### src/rtl/bridge_pkg.sv
// ============================================================================
// Module   : bridge_pkg
// Purpose  : State encoding and protocol byte constants for the UART bus bridge.
// Revision : 1.0 - initial release
// ============================================================================
`default_nettype none

package bridge_pkg;

    typedef enum logic [2:0] {
        ST_IDLE   = 3'd0,
        ST_ADDR   = 3'd1,
        ST_DATA   = 3'd2,
        ST_BUS    = 3'd3,
        ST_RDWAIT = 3'd4,
        ST_TXLOAD = 3'd5,
        ST_TXWAIT = 3'd6
    } state_t;

    localparam logic [7:0] CMD_WR = 8'h57;
    localparam logic [7:0] CMD_RD = 8'h52;
    localparam logic [7:0] ACK    = 8'h06;
    localparam logic [7:0] NAK    = 8'h15;

    function automatic logic [31:0] shift_in_byte(input logic [31:0] acc, input logic [7:0] b);
        return {acc[23:0], b};
    endfunction

endpackage

`default_nettype wire

### src/rtl/bridge_timeout.sv
// ============================================================================
// Module   : bridge_timeout
// Purpose  : Inter-byte gap counter; expire is high in the TIMEOUT_CYC-th idle cycle.
// Revision : 1.0 - initial release
// ============================================================================
`default_nettype none

module bridge_timeout #(
    parameter int TIMEOUT_CYC = 1000000
) (
    input  logic sysclk,
    input  logic reset,
    input  logic clear,
    output logic expire
);
    localparam int CW = $clog2(TIMEOUT_CYC + 1);
    localparam logic [CW-1:0] c_LAST = CW'(TIMEOUT_CYC - 1);

    logic [CW-1:0] count_q, count_d;

    assign expire = (count_q == c_LAST);

    always_comb begin
        count_d = count_q;
        if (clear) begin
            count_d = '0;
        end else if (!expire) begin
            count_d = count_q + CW'(1);
        end
    end

    always_ff @(posedge sysclk or negedge reset) begin
        if (!reset) begin
            count_q <= '0;
        end else begin
            count_q <= count_d;
        end
    end

endmodule

`default_nettype wire

### src/rtl/uart_bus_bridge.sv
// ============================================================================
// Module   : uart_bus_bridge
// Purpose  : Decodes UART command frames into single bus reads/writes and replies.
// Revision : 1.0 - initial release
// ============================================================================
`default_nettype none

module uart_bus_bridge #(
    parameter int ADDR_BYTES  = 4,
    parameter int DATA_BYTES  = 4,
    parameter int RD_LAT      = 1,
    parameter int TIMEOUT_CYC = 1000000
) (
    input  logic        sysclk,
    input  logic        reset,
    input  logic [7:0]  UART_RXD,
    input  logic        RX_EFF,
    output logic        RX_READ,
    output logic [7:0]  UART_TXD,
    input  logic        TX_STATUS,
    output logic        TX_EN,
    output logic        read,
    output logic        write,
    output logic [31:0] addr,
    output logic [31:0] wdata,
    input  logic [31:0] rdata,
    output logic        busy,
    output logic [7:0]  err_cnt
);
    import bridge_pkg::*;

    localparam logic [2:0] c_ADDR_LAST = 3'(ADDR_BYTES - 1);
    localparam logic [2:0] c_DATA_LAST = 3'(DATA_BYTES - 1);
    localparam logic [2:0] c_RD_LAST   = 3'(RD_LAT - 1);
    localparam int         c_RD_SHIFT  = 32 - 8 * DATA_BYTES;

    state_t      state_q, state_d;
    logic [2:0]  cnt_q, cnt_d;
    logic        skip_q, skip_d;
    logic        is_wr_q, is_wr_d;
    logic [31:0] addr_sh_q, addr_sh_d;
    logic [31:0] data_sh_q, data_sh_d;
    logic [31:0] addr_q, addr_d;
    logic [31:0] wdata_q, wdata_d;
    logic [31:0] tx_sh_q, tx_sh_d;
    logic [2:0]  tx_n_q, tx_n_d;
    logic        tx_low_q, tx_low_d;
    logic [7:0]  err_q, err_d;

    logic w_rx_state, w_rx_take, w_tmo_clear, w_tmo_expire;
    logic w_err_inc, w_tx_en, w_rd_stb, w_wr_stb;

    // A byte is taken only in receive states and never in the cycle right after a take.
    assign w_rx_state  = (state_q == ST_IDLE) || (state_q == ST_ADDR) || (state_q == ST_DATA);
    assign w_rx_take   = reset && w_rx_state && RX_EFF && !skip_q;
    assign w_tmo_clear = w_rx_take || !((state_q == ST_ADDR) || (state_q == ST_DATA));

    bridge_timeout #(
        .TIMEOUT_CYC (TIMEOUT_CYC)
    ) u_timeout (
        .sysclk (sysclk),
        .reset  (reset),
        .clear  (w_tmo_clear),
        .expire (w_tmo_expire)
    );

    always_comb begin
        state_d   = state_q;
        cnt_d     = cnt_q;
        skip_d    = w_rx_take;
        is_wr_d   = is_wr_q;
        addr_sh_d = addr_sh_q;
        data_sh_d = data_sh_q;
        addr_d    = addr_q;
        wdata_d   = wdata_q;
        tx_sh_d   = tx_sh_q;
        tx_n_d    = tx_n_q;
        tx_low_d  = tx_low_q;
        err_d     = err_q;
        w_err_inc = 1'b0;
        w_tx_en   = 1'b0;
        w_rd_stb  = 1'b0;
        w_wr_stb  = 1'b0;

        case (state_q)
            ST_IDLE: begin
                if (w_rx_take) begin
                    cnt_d = 3'd0;
                    if (UART_RXD == CMD_WR || UART_RXD == CMD_RD) begin
                        is_wr_d   = (UART_RXD == CMD_WR);
                        addr_sh_d = '0;
                        data_sh_d = '0;
                        state_d   = ST_ADDR;
                    end else begin
                        tx_sh_d   = {NAK, 24'h0};
                        tx_n_d    = 3'd0;
                        w_err_inc = 1'b1;
                        state_d   = ST_TXLOAD;
                    end
                end
            end
            ST_ADDR: begin
                if (w_rx_take) begin
                    addr_sh_d = shift_in_byte(addr_sh_q, UART_RXD);
                    cnt_d     = cnt_q + 3'd1;
                    if (cnt_q == c_ADDR_LAST) begin
                        cnt_d = 3'd0;
                        if (is_wr_q) begin
                            state_d = ST_DATA;
                        end else begin
                            addr_d  = addr_sh_d;
                            state_d = ST_BUS;
                        end
                    end
                end else if (w_tmo_expire) begin
                    w_err_inc = 1'b1;
                    state_d   = ST_IDLE;
                end
            end
            ST_DATA: begin
                if (w_rx_take) begin
                    data_sh_d = shift_in_byte(data_sh_q, UART_RXD);
                    cnt_d     = cnt_q + 3'd1;
                    if (cnt_q == c_DATA_LAST) begin
                        cnt_d   = 3'd0;
                        addr_d  = addr_sh_q;
                        wdata_d = data_sh_d;
                        state_d = ST_BUS;
                    end
                end else if (w_tmo_expire) begin
                    w_err_inc = 1'b1;
                    state_d   = ST_IDLE;
                end
            end
            ST_BUS: begin
                cnt_d = 3'd0;
                if (is_wr_q) begin
                    w_wr_stb = 1'b1;
                    tx_sh_d  = {ACK, 24'h0};
                    tx_n_d   = 3'd0;
                    state_d  = ST_TXLOAD;
                end else begin
                    w_rd_stb = 1'b1;
                    state_d  = ST_RDWAIT;
                end
            end
            ST_RDWAIT: begin
                cnt_d = cnt_q + 3'd1;
                if (cnt_q == c_RD_LAST) begin
                    // Left-justify so the most significant response byte sits on top.
                    tx_sh_d = rdata << c_RD_SHIFT;
                    tx_n_d  = c_DATA_LAST;
                    cnt_d   = 3'd0;
                    state_d = ST_TXLOAD;
                end
            end
            ST_TXLOAD: begin
                if (TX_STATUS) begin
                    w_tx_en  = 1'b1;
                    tx_low_d = 1'b0;
                    state_d  = ST_TXWAIT;
                end
            end
            ST_TXWAIT: begin
                if (!TX_STATUS) begin
                    tx_low_d = 1'b1;
                end else if (tx_low_q) begin
                    if (cnt_q == tx_n_q) begin
                        cnt_d   = 3'd0;
                        state_d = ST_IDLE;
                    end else begin
                        cnt_d   = cnt_q + 3'd1;
                        tx_sh_d = {tx_sh_q[23:0], 8'h00};
                        state_d = ST_TXLOAD;
                    end
                end
            end
            default: state_d = ST_IDLE;
        endcase

        if (w_err_inc && err_q != 8'hFF) begin
            err_d = err_q + 8'd1;
        end
    end

    always_ff @(posedge sysclk or negedge reset) begin
        if (!reset) begin
            state_q   <= ST_IDLE;
            cnt_q     <= 3'd0;
            skip_q    <= 1'b0;
            is_wr_q   <= 1'b0;
            addr_sh_q <= '0;
            data_sh_q <= '0;
            addr_q    <= '0;
            wdata_q   <= '0;
            tx_sh_q   <= '0;
            tx_n_q    <= 3'd0;
            tx_low_q  <= 1'b0;
            err_q     <= 8'd0;
        end else begin
            state_q   <= state_d;
            cnt_q     <= cnt_d;
            skip_q    <= skip_d;
            is_wr_q   <= is_wr_d;
            addr_sh_q <= addr_sh_d;
            data_sh_q <= data_sh_d;
            addr_q    <= addr_d;
            wdata_q   <= wdata_d;
            tx_sh_q   <= tx_sh_d;
            tx_n_q    <= tx_n_d;
            tx_low_q  <= tx_low_d;
            err_q     <= err_d;
        end
    end

    assign RX_READ  = w_rx_take;
    assign TX_EN    = w_tx_en;
    assign read     = w_rd_stb;
    assign write    = w_wr_stb;
    assign addr     = addr_q;
    assign wdata    = wdata_q;
    assign UART_TXD = tx_sh_q[31:24];
    assign busy     = (state_q != ST_IDLE);
    assign err_cnt  = err_q;

endmodule

`default_nettype wire
### config.mk
export PLATFORM = sky130hd
export DESIGN_NAME = uart_bus_bridge
export DESIGN_NICKNAME = d
export VERILOG_FILES = /design/src/rtl/bridge_pkg.sv /design/src/rtl/bridge_timeout.sv /design/src/rtl/uart_bus_bridge.sv
export SDC_FILE = /design/constraint.sdc
export NUM_CORES = 1
export LEC_CHECK = 0
export ABC_AREA = 1
export BUFFER_PORTS_ARGS = -buffer_cell sky130_fd_sc_hd__buf_2
export CAP_MARGIN = 20
export CORE_MARGIN = 10
export CORE_UTILIZATION = 37
export DETAILED_ROUTE_END_ITERATION = 12
export HOLD_SLACK_MARGIN = 0.02
export PLACE_DENSITY = 0.64
export SLEW_MARGIN = 15
export SYNTH_ARGS = -nofsm -noshare
export SYNTH_HDL_FRONTEND = slang
export SYNTH_SLANG_ARGS = --single-unit
export TNS_END_PERCENT = 30
### constraint.sdc
create_clock -name sysclk -period 1.83 [get_ports sysclk]
set_input_delay 0.366 -clock sysclk [delete_from_list [all_inputs] [get_ports sysclk]]
set_output_delay 0.366 -clock sysclk [all_outputs]
set_load 0.01 [all_outputs]
# Yosys cells after proc, flatten, opt, wreduce, memory -nomap -nowiden

Cells that the tools add are included.

Flip-flop bits (word level): 192
Bits of input ports: 44

Add/subtract/negate cells: 3
Eq/ne operators: 31
Mux-type cells: 64
Reduce and logical (&&, ||, !) cells: 32

Operator list:

| operator                | number |
|---|---|
| $mux W32                | 15 |
| $pmux W32 S2            | 2 |
| $pmux W32 S4            | 1 |
| $mux W3                 | 23 |
| $pmux W24 S2            | 1 |
| $mux W20                | 2 |
| $mux W24                | 1 |
| $ne A2 B2 Y1 const B    | 12 |
| $pmux W3 S7             | 1 |
| $add A20 B1 Y20 const B | 1 |
| $eq A20 B20 Y1 const B  | 1 |
| $eq A8 B7 Y1 const B    | 2 |
| $pmux W3 S5             | 1 |
| $mux W1                 | 14 |
| $ne A2 B1 Y1 const B    | 5 |
| $reduce_and A5 Y1       | 2 |
| $eq A3 B2 Y1 const B    | 3 |
| $eq A3 B3 Y1 const B    | 3 |
| $pmux W3 S3             | 1 |
| $reduce_and A3 Y1       | 3 |
| $add A8 B1 Y8 const B   | 1 |
| $ne A8 B8 Y1 const B    | 1 |
| $reduce_and A4 Y1       | 2 |
| $reduce_and A8 Y1       | 1 |
| 16 further kinds        | 31 |

# Depth between registers and ports, before layout

Depth in word-level cells: 9
Gate-level depth with buffers: 12
Mapped depth without buffers: 12

# Modules after synthesis

From an unflattened synthesis, not the netlist that was laid out.

Cells, all modules: 1162
Area total of the unflattened synthesis: 9293.9 um2

Modules (own cells, without submodules):

| module          | sequential area each (um2) | area an instance (um2) | cells each | times used |
|---|---|---|---|---|
| uart_bus_bridge | 4254.1                     | 8061.5                 | 984        | 1 |
| bridge_timeout  | 500.5                      | 1232.4                 | 178        | 1 |

# Least setup slack after synthesis

Ideal clock, no wire load.

Kind: register to register
Start point: register state_q[0]
End point: register wdata_q[4], in the netlist wdata[4]
Cell stages (with the launch flop): 7
Setup time: 0.125 ns
Path buffers: 2
Required time: 1.705 ns
Path slack: 0.066 ns
Clock period less this slack: 1.764 ns
Data arrival time: 1.639 ns
Path through: dfrtp_1 -> buf_4 -> nor3_4 -> nand2_1 -> nor2_2 -> buf_4 -> mux2_2

Longest elaborated chain between the ends: 7

RTL lines:

| what                                             | line                   | text |
|---|---|---|
| from (decl)                                      | uart_bus_bridge.sv:37  | `state_t state_q, state_d;` |
| from (signal assigned)                           | uart_bus_bridge.sv:201 | `state_q <= state_d;` |
| $eq A3 B1 Y1 or $logic_not A3 Y1 (tied branches) | uart_bus_bridge.sv:54  | `assign w_rx_state = (state_q == ST_IDLE) \|\| (state_q == ST_ADDR) \|\| (state_q == ST_DATA);` |
| $logic_or A1 B1 Y1 (2 in series)                 | uart_bus_bridge.sv:54  |  |
| $logic_and A1 B1 Y1 (3 in series)                | uart_bus_bridge.sv:55  | `assign w_rx_take = reset && w_rx_state && RX_EFF && !skip_q;` |
| $reduce_and A3 Y1 (no source line) *             | --                     |  |
| to (signal assigned)                             | uart_bus_bridge.sv:208 | `wdata_q <= wdata_d;` |
| to (decl)                                        | uart_bus_bridge.sv:44  | `logic [31:0] wdata_q, wdata_d;` |

Mark *: on every way between the ends. The rest lies on a longest branch, timed or not.
A chain may end at the register's enable or synchronous reset.

# Worst setup path in the final report

Start point: register state_q[0]
End point: output port busy

Longest elaborated chain between the ends: 1

RTL lines:

| what               | line                   | text |
|---|---|---|
| $reduce_bool A3 Y1 | uart_bus_bridge.sv:223 | `assign busy = (state_q != ST_IDLE);` |
| to (decl)          | uart_bus_bridge.sv:27  | `output logic busy,` |

No other way between the ends.

==> impl_results.md <==
- Run status: complete, but fails checks
- Failing checks: setup timing
- R2R Setup Slk: 0.01 ns
- TritonCTS clock tree: yes
- Core footprint: 23600 sq um
- I/O Buffers: 128
- Post-synth ARST share: 1.00
- Gr usage total: 0.152
- Residual DRC count: 0
- Mapped cell area: 8950 sq um
- Die Wd: 176 microns
- Worst-path clk slew: 0.07 ns
- Routed wire length: 25300 microns
- Via count: 7664
- Power per cell area: 1290 nW/um^2
- Slew Limit Fails: 0
- Setup crit start kind: register
- Critical Path RT: 1.46 ns
- Commonest cells after routing, fill and taps aside: nand2_1 (242), dfrtp_1 (186), nand3_1 (136)
- Worst r2r path cells: 9
- Cell row count: 56
- Crit share post-route: 1.00
- Register area: 4760 sq um
- Final WS setup: -0.00710 ns
- Worst Path Arrival: 1.47 ns
- Clk sinks: 190
- Clk buf depth: 2
- Filler instances: 2245
- Max transition margin: 0.651
- Die ar.: 30800 sq um
- CTS H-tree depth: 4
- Max IR drop VDD: 0.000797 V
- Largest net degree at the start of global routing: 91
- R2R Path Start: cnt_q[1]
- Commonest non-fill, non-tap cell in the layout: nand2_1
- R2r endpoint: addr[12]
- Iter 0 DRT Violations: 577
- Kind of critical path: reg -> out
- Hold Slack: 0.0332 ns
- RSZ-0062 raised after global routing: true
- Setup WS pre-CTS: -0.0169 ns
- First-pass GRT wire length: 38900 microns
- CTS Buf Count: 17
- Root Driver: clkbuf_16
- Buf/Inv on CP: 3
- Worst hold path class: in -> async
- Fin util: 0.491
- Avg Inst Size Synth: 8.86 sq um
- Vias in the first global route: 7518
- Post-route cell area: 11600 sq um
- Multi-input gate area: 3910 sq um
- Area grow syn2layout: 29.5%
- Share of layout cells above drive strength 1: 0.292
- Global route hottest layer: met2
- Worst Skew: 0.0152 ns
- Via/cell ratio: 5.06
- DR WL/cell: 16.7 microns
- Area after DPL: 10200 sq um
- Met3 Track Usage GR: 0.0380
- Net count after synthesis: 1060
- Hpwl dp: 16500 microns
- Synth Flop Type: dfrtp_1
- Initial antenna violation count: 0
- Chip Height: 176 microns
- Initial Util: 0.379
- CP cell instances: buf_6, nor2_4, nand2_2, buf_4, buf_2
- Final Hold Fails: 0
- Worst path max stage delay: 0.41 ns
- Post-synth EDFFs: 0
- Post-DRT Antenna Nets: 0
- Max stage delay cell, worst path: dfrtp_2
- # setup viols final: 1
- CP delay by family, top: buffers and inverters
- I/O pin total: 129
- Gpl congestion: 0.865
- Crit Path Max Fanout: 5
- Drt first pass iters: 5
- Minimum clock period: 1.84 ns
- Final #Nets: 1234
- Cells after Synth: 1010
- Pleak: 0.00607 uW
- Achievable Freq: 544 MHz
- Post-synthesis sequential area ratio: 0.531
- Met2 GRT Util: 0.240
- Max-cap violations: 0
- Synth warn: 0
- GRT overflow: 0
- Clock latency on the worst-skew pair: 0.43 ns
- Worst Setup End Kind: output pin
- GR Util met1: 0.202
- Seq cells post-synth: 190
- Worst-Margin Slew: 0.524 ns
- Post-synth cell types: 41
-- worst max path at each step --
stage | depth (start not counted) | to | from
floorplan | 6 | wdata[4] | state_q[0]
finish | 5 | busy | state_q[0]
global route | 12 | tx_sh_q[10] | state_q[0]
CTS | 5 | TX_EN | state_q[1]
detailed placement | 6 | wdata[6] | cnt_q[0]
global placement | 5 | wdata[12] | state_q[0]
-- registers in the layout (all words and copies together), names as in the netlist --
register and flops:
data_sh_q 24, addr 32, tx_low_q 1, addr_sh_q 32, u_timeout.count_q 20, state_q 3
skip_q 1, tx_n_q 1, err_cnt 8, tx_sh_q 32, wdata 32, cnt_q 3
is_wr_q 1
-- Yosys cell counts (2+ instances only) --
library cell  number  area [sq um]
inv_1             59           221
nand3_1          140           701
nor3_1             4          20.0
buf_2             20           100
mux2i_1           14           140
o21ai_1           12          60.1
xor2_1             6          52.6
nand2_1          260           976
nor2_4             2          22.5
xnor2_1            4          35.0
a21oi_1           14          70.1
dfrtp_1          190          4750
o21ai_0           66           330
nand4_1           38           238
a22o_1            20           175
or2_2              2          12.5
clkbuf_1          27           101
nor2_2             3          18.8
ha_1               6          75.1
inv_2              7          26.3
nor2_1            46           173
buf_4             14           105
nand2_2            4          25.0
a31oi_1            3          18.8
nand3_2            2          20.0
mux2_2            31           349
o31ai_1            2          15.0
-- cells by family after synthesis --
| logic type | synth area share |
|---|---|
| mux | 0.0546 |
| buf+inv | 0.0623 |
| fa+ha+maj | 0.00838 |
| xor+xnor | 0.00978 |
| simple gates | 0.254 |
| flops | 0.531 |
| compound gates | 0.0801 |
-- through the flow --
step	cells	power, uW	TNS (ns)
6_report	1515	14900	-0.00710
5_1_grt	1514	15900	-2.70
4_1_cts	1492	14100	-0.0181
3_5_place_dp	1451	10000	-0.0607
3_3_place_gp	1451	9920	0
2_1_floorplan	1010	8410	0
-- worst reg2reg max path, cell delays in order (launching register included) --
cell and delay, ns:
dfrtp_1 0.43, ha_2 0.23, ha_4 0.16, inv_4 0.05, buf_6 0.11, a21oi_4 0.13
nand3_4 0.12, clkbuf_16 0.19, clkbuf_16 0.15, o21ai_0 0.17
-- what timing repair did --
item / in CTS / in global routing
endpoints found under the setup margin: 54 / 115
hold buffers: 0 / 0
pin swaps: 4 / 13
gates cloned: 0 / 13
resized for setup: 20 / 81
buffers inserted: 11 / 9
-- power breakdown --
group,switching (uW),internal [uW]
logic,3360,2300
registers,564,4920
clock network,1650,2130
total,5570,9360
-- layout make-up --
type                       instances  share of cell area
antenna                            1            0.000216
tap                              319              0.0344
clock inverter                    10              0.0111
inverter                          66              0.0220
multi-input combinational        692               0.337
timing repair buffer             217               0.144
clock buffer                      20              0.0403
sequential                       190               0.411
-- layer usage --
metal  share of wire  routed length, microns  vias to the layer above
li1                -                       -                     3742
met3           0.045                    1150                       23
met2            0.48                   12200                      166
met1            0.46                   11700                     3733
met4           0.012                     311                        0
met5               0                       0                        -
No activity file was read; power rests on OpenSTA's default activity.
